<file path="config.mk">
export PLATFORM = sky130hd
export DESIGN_NAME = fifo_write_arbiter
export DESIGN_NICKNAME = d
export VERILOG_FILES = /design/src/rtl/fifo_arb_pkg.sv /design/src/rtl/rr_priority_picker.sv /design/src/rtl/fifo_write_arbiter.sv
export SDC_FILE = /design/constraint.sdc
export NUM_CORES = 1
export LEC_CHECK = 0
export BUFFER_PORTS_ARGS = -buffer_cell sky130_fd_sc_hd__buf_4
export CAP_MARGIN = 20
export CORE_ASPECT_RATIO = 0.7
export CORE_MARGIN = 5
export CORE_UTILIZATION = 36
export DETAILED_ROUTE_END_ITERATION = 10
export PLACE_DENSITY = 0.81
export SETUP_SLACK_MARGIN = 0.4
export SYNTH_ARGS = -nofsm -noshare
export SYNTH_HDL_FRONTEND = slang
export SYNTH_SLANG_ARGS = --single-unit
</file>
<file path="constraint.sdc">
create_clock -name write_clk -period 3.24 [get_ports write_clk]
set_input_delay 0.162 -clock write_clk [delete_from_list [all_inputs] [get_ports write_clk]]
set_output_delay 0.162 -clock write_clk [all_outputs]
set_load 0.02 [all_outputs]
</file>
<file path="src/rtl/fifo_arb_pkg.sv">
// Shared state encoding and default sizing for the FIFO write-port arbiter.
package fifo_arb_pkg;

   typedef enum logic {
      IDLE  = 1'b0,
      GRANT = 1'b1
   } arb_state_t;

   localparam int DEF_WIDTH     = 32;
   localparam int DEF_NUM_REQ   = 4;
   localparam int DEF_BURST_LEN = 4;

endpackage

</file>
<file path="src/rtl/rr_priority_picker.sv">
// Combinational round-robin pick: the first asserted request at or after
// last_owner+1, wrapping around the requester ring.
module rr_priority_picker #(
   parameter int NUM_REQ = 4,
   parameter int IW      = 2
) (
   input  logic [NUM_REQ-1:0] req,
   input  logic [IW-1:0]      last_owner,
   output logic [NUM_REQ-1:0] pick,
   output logic               valid
);

   always_comb begin
      int          pos;
      logic [IW-1:0] idx;
      pick  = '0;
      valid = 1'b0;
      for (int i = 1; i <= NUM_REQ; i++) begin
         pos = int'(last_owner) + i;
         if (pos >= NUM_REQ) pos = pos - NUM_REQ;
         idx = IW'(pos);
         if (!valid && req[idx]) begin
            pick[idx] = 1'b1;
            valid     = 1'b1;
         end
      end
   end

endmodule

</file>
<file path="src/rtl/fifo_write_arbiter.sv">
// Bursting round-robin arbiter that multiplexes NUM_REQ word sources onto a
// single FIFO write port, holding each owner for up to BURST_LEN writes.
module fifo_write_arbiter
   import fifo_arb_pkg::*;
#(
   parameter int WIDTH     = DEF_WIDTH,
   parameter int NUM_REQ   = DEF_NUM_REQ,
   parameter int BURST_LEN = DEF_BURST_LEN
) (
   input  logic                     write_clk,
   input  logic                     write_resetn,
   input  logic [NUM_REQ-1:0]       req_valid,
   input  logic [NUM_REQ*WIDTH-1:0] req_data,
   output logic [NUM_REQ-1:0]       req_ready,
   input  logic                     full_flag,
   output logic                     write_enable,
   output logic [WIDTH-1:0]         write_data,
   output logic [NUM_REQ-1:0]       grant,
   output logic                     busy
);

   localparam int IW = (NUM_REQ > 1) ? $clog2(NUM_REQ) : 1;
   localparam int CW = $clog2(BURST_LEN) + 1;
   localparam logic [CW-1:0] BEAT_MAX = CW'(BURST_LEN);

   arb_state_t         state, state_nxt;
   logic [NUM_REQ-1:0] grant_q, grant_nxt, pick;
   logic               pick_vld;
   logic [IW-1:0]      last_owner, last_nxt, owner_idx;
   logic [CW-1:0]      beat, beat_nxt;
   logic               owner_vld;

   rr_priority_picker #(.NUM_REQ(NUM_REQ), .IW(IW)) u_pick (
      .req        (req_valid),
      .last_owner (last_owner),
      .pick       (pick),
      .valid      (pick_vld)
   );

   // grant_q is one-hot (or zero), so OR-reduction gives the owner's view.
   always_comb begin
      owner_idx  = '0;
      write_data = '0;
      for (int i = 0; i < NUM_REQ; i++) begin
         if (grant_q[i]) begin
            owner_idx  = IW'(i);
            write_data = req_data[i*WIDTH +: WIDTH];
         end
      end
      if (state != GRANT) write_data = '0;
   end

   assign owner_vld    = |(req_valid & grant_q);
   assign write_enable = (state == GRANT) && owner_vld && !full_flag;
   assign req_ready    = write_enable ? grant_q : '0;
   assign grant        = grant_q;
   assign busy         = (state == GRANT);

   always_comb begin
      state_nxt = state;
      grant_nxt = grant_q;
      last_nxt  = last_owner;
      beat_nxt  = beat;
      case (state)
         IDLE: begin
            if (pick_vld) begin
               state_nxt = GRANT;
               grant_nxt = pick;
               beat_nxt  = '0;
            end
         end
         GRANT: begin
            if (write_enable) beat_nxt = beat + 1'b1;
            // A full FIFO stalls in place; only a dropped request or a
            // completed burst releases the port.
            if (!owner_vld || beat_nxt == BEAT_MAX) begin
               state_nxt = IDLE;
               grant_nxt = '0;
               last_nxt  = owner_idx;
            end
         end
         default: state_nxt = IDLE;
      endcase
   end

   always_ff @(posedge write_clk or negedge write_resetn) begin
      if (!write_resetn) begin
         state      <= IDLE;
         grant_q    <= '0;
         beat       <= '0;
         last_owner <= IW'(NUM_REQ - 1);
      end else begin
         state      <= state_nxt;
         grant_q    <= grant_nxt;
         beat       <= beat_nxt;
         last_owner <= last_nxt;
      end
   end

endmodule

</file>
==> impl_metrics.toml <==
[outcome]
status = "finished, final reports clean"

[placed_design]
gp_congestion = 0.9276
dp.cells = 433
dp_hpwl_um = 6242
dp_slack_ns = 0.6576
io_buffers = 176

[final_layout]
fillers = 447
syn_to_final_growth_pct = 81.47
drive_above_1_share_pct = 52.76
regArea_um2 = 252.7
finalNonFillerCells = 438
antenna_cells = 0
fin_nets = 526
multi_input_area_um2 = 1396

[timing]
layout_setup_ws_ns = 0.5921
maxSlewHeadroom_pct = 55.75
skew_ns = 0.01012
finalCritPeriodShare_pct = 81.72
slew_violations = 0
finalHoldViolations = 0
setup_violations = 0
fin_tns_setup_ns = 0
rsz0062_at_grt = "false"
period_minus_slack_ns = 2.648
fmaxAchievable_mhz = 377.7
worst_pin_slew_ns = 0.6637

[floorplanning]
dieArea_um2 = 6375
pin_count = 177
row_count = 21
die_w_um = 93.32
die_h_um = 68.32
core_area_um2 = 4730
start_util_pct = 36.98

[worst_setup_path]
critPathKind = "reg -> reg"
end_kind = "register"
worst_path_largest_cell_delay_ns = 0.66
reg2reg_depth = 7
critical_path_required_ns = 3.37
reg2reg_slack_ns = 0.59
crit_chain = "inv_1 > ha_1 > mux2i_1 > mux2_2 > o2111a_1 > a31o_1 > a311o_1"
cp_slowest_cell = "dfstp_2"
r2r_start = "last_owner[0]"
critPathLaunchType = "register"
crit_path_max_fanout = 11
r2r_end = "grant[0]"
arrival_ns = 2.77

[grt]
grt_pass1_vias = 2605
grt_pass1_wl_um = 12320
antenna_found_initial = 0
grt_max_degree = 39
grt_use_total_pct = 24.06
grt_overflow = 0

[synthesis]
synth_edf_count = 0
synth-simple-area-share_pct = 11.44
netlist_area_um2 = 1749
synth.top_cell.area_share_pct = 15.52
synth_seq_cells = 10
synthMuxAreaShare_pct = 7.368
ys_async_sr_fraction_pct = 100.0
synth_top_area_cell = "o221ai_1"
ys_types = 41
synth_xor_area_share_pct = 1.001
synth_top_family_by_area = "compound AO/OA/AOI/OAI gates"
synthFlopType = "dfrtp_1"
synth_area_leaders = "o221ai_1 (16%), a22oi_1 (13%), dfrtp_1 (11%)"
syn_area_per_cell_um2 = 8.136
yosys_warnings = 0
synthAdderAreaFrac_pct = 6.438
yosysSeqAreaShare_pct = 14.45
synth_compound_area_share_pct = 53.29
synthCells = 215
syn_nets = 359

[clock_network]
clkLatencyLatePin_ns = 0.25
h-tree-depth = 1
cts_setup_buffers = 0
clk_path_buf_depth = 2
cts_buffers = 3
cts_tree = "built"
cts.sinks = 10
root_buffer = "clkbuf_8"
cts.clk_slew.worst_paths_ns = 0.06

[pwr]
leakage_nw = 1.499
power.density_nw_per_um2 = 765.2
combPwrFrac_pct = 81.4
p_switching_mw = 1.284
peakVddDrop_v = 0.0003597
switching_share_pct = 52.86
internal_power_mw = 1.145
seq_power_share_pct = 11.7
power_frac_clock_pct = 6.9
power.total_mw = 2.429

[drt]
wirelength_um = 8239
vias_per_cell = 5.936
first_pass_iters = 4
drc_errors = 0
ant_nets = 0
avgRoutedWirePerCell_um = 18.81
vias = 2600
drt_iter0_drc = 122

[run]
cap_violations = 0

[worst_hold_path]
hold_path_class = "in -> async"
[placed cells by master (no fill, tap or decap), types with 2 or more instances in the layout]
cell type  instances
and2_1             4
inv_1              4
a22oi_1           31
nand2_1            7
o221ai_1          31
o2111a_1           4
dfrtp_1            8
dfstp_2            2
mux2i_1            5
mux2_2             2
nor2b_1            3
nand3_1            4
ha_1               9
a22o_1             3
nand2b_1           2
a21oi_1           39
a31o_1             4
a22oi_2            2
xor2_1             2
clkbuf_8           4
buf_4            183
nor2_1             3
mux4_2             2
a311o_1            4
[power groups by stage]
| stage | Combinational [mW] | Sequential [mW] | Clock [mW] |
|---|---|---|---|
| after floorplan | 1.25 | 0.255 | 0 |
| after global placement | 1.94 | 0.281 | 0 |
| after detailed placement | 1.96 | 0.288 | 0 |
| after CTS | 1.98 | 0.285 | 0.168 |
| after global routing | 2.11 | 0.300 | 0.178 |
| final | 1.98 | 0.285 | 0.167 |
[worst max-delay path, delay by kind of cell (launching register included)]
| kind | cells | cell delay (ns) |
|---|---|---|
| AOI/OAI and AO/OA | 3 | 0.76 |
| DFF | 1 | 0.66 |
| muxes | 2 | 0.51 |
| adders and majority gates | 1 | 0.39 |
| buffers and inverters | 1 | 0.19 |
[kinds of logic after synthesis]
logic type      count (synthesis)
fa+ha+maj                       9
compound gates                123
xor+xnor                        2
buf+inv                        26
flops                          10
simple gates                   35
mux                            10
[repair_timing]
| item | CTS | global route |
|---|---|---|
| hold buffers | 1 | 0 |
| hold endpoints to repair | 10 | 0 |
| gates resized for setup | 0 | 0 |
[synth_stat cells (3+ instances only)]
cell,instances
a21oi_1,39
inv_1,4
nand2_1,7
ha_1,9
a311o_1,4
nand3_1,4
o221ai_1,31
o2111a_1,4
nor2_1,4
nor2b_1,4
and2_1,4
mux2i_1,5
a22oi_1,31
a31o_1,4
a22o_1,3
clkbuf_1,19
dfrtp_1,8
[per-layer routing]
metal | global-route usage (%) | vias up | part of all wire, %
met2 | 43.99 | 142 | 49
met5 | 0 | - | 0
met3 | 7.253 | 7 | 10
li1 | - | 1231 | -
met1 | 28.37 | 1220 | 40
met4 | 4.388 | 0 | 0.67
[stage by stage]
stage                     hold WS [ns]  util [%]  area [um^2]
after global routing            0.2953     67.12         3174
after global placement        0.003482     65.74         3109
after CTS                       0.2879     67.12         3174
final                           0.2823     67.12         3174
after detailed placement      0.007118     65.74         3109
after floorplan                -0.1336         -         1749
[area by class of cell]
class | instances | area share [%]
clock buffer | 4 | 1.734
inverter | 4 | 0.4730
multi-input combinational | 179 | 43.99
sequential | 10 | 7.962
tap | 57 | 2.247
timing repair buffer | 184 | 43.59
[flip-flops by register name (all words and copies together) (netlist names)]
register	cells
busy	1
last_owner	2
beat	3
grant	4
[worst max path at each step]
stage | start | end | cells after the start
after floorplan | last_owner[0] | grant[0] | 8
after CTS | last_owner[0] | grant[0] | 7
after detailed placement | last_owner[0] | grant[0] | 7
after global placement | last_owner[0] | grant[1] | 7
final | last_owner[0] | grant[0] | 7
after global routing | last_owner[0] | grant[0] | 7
No activity file was read; power rests on OpenSTA's default activity.
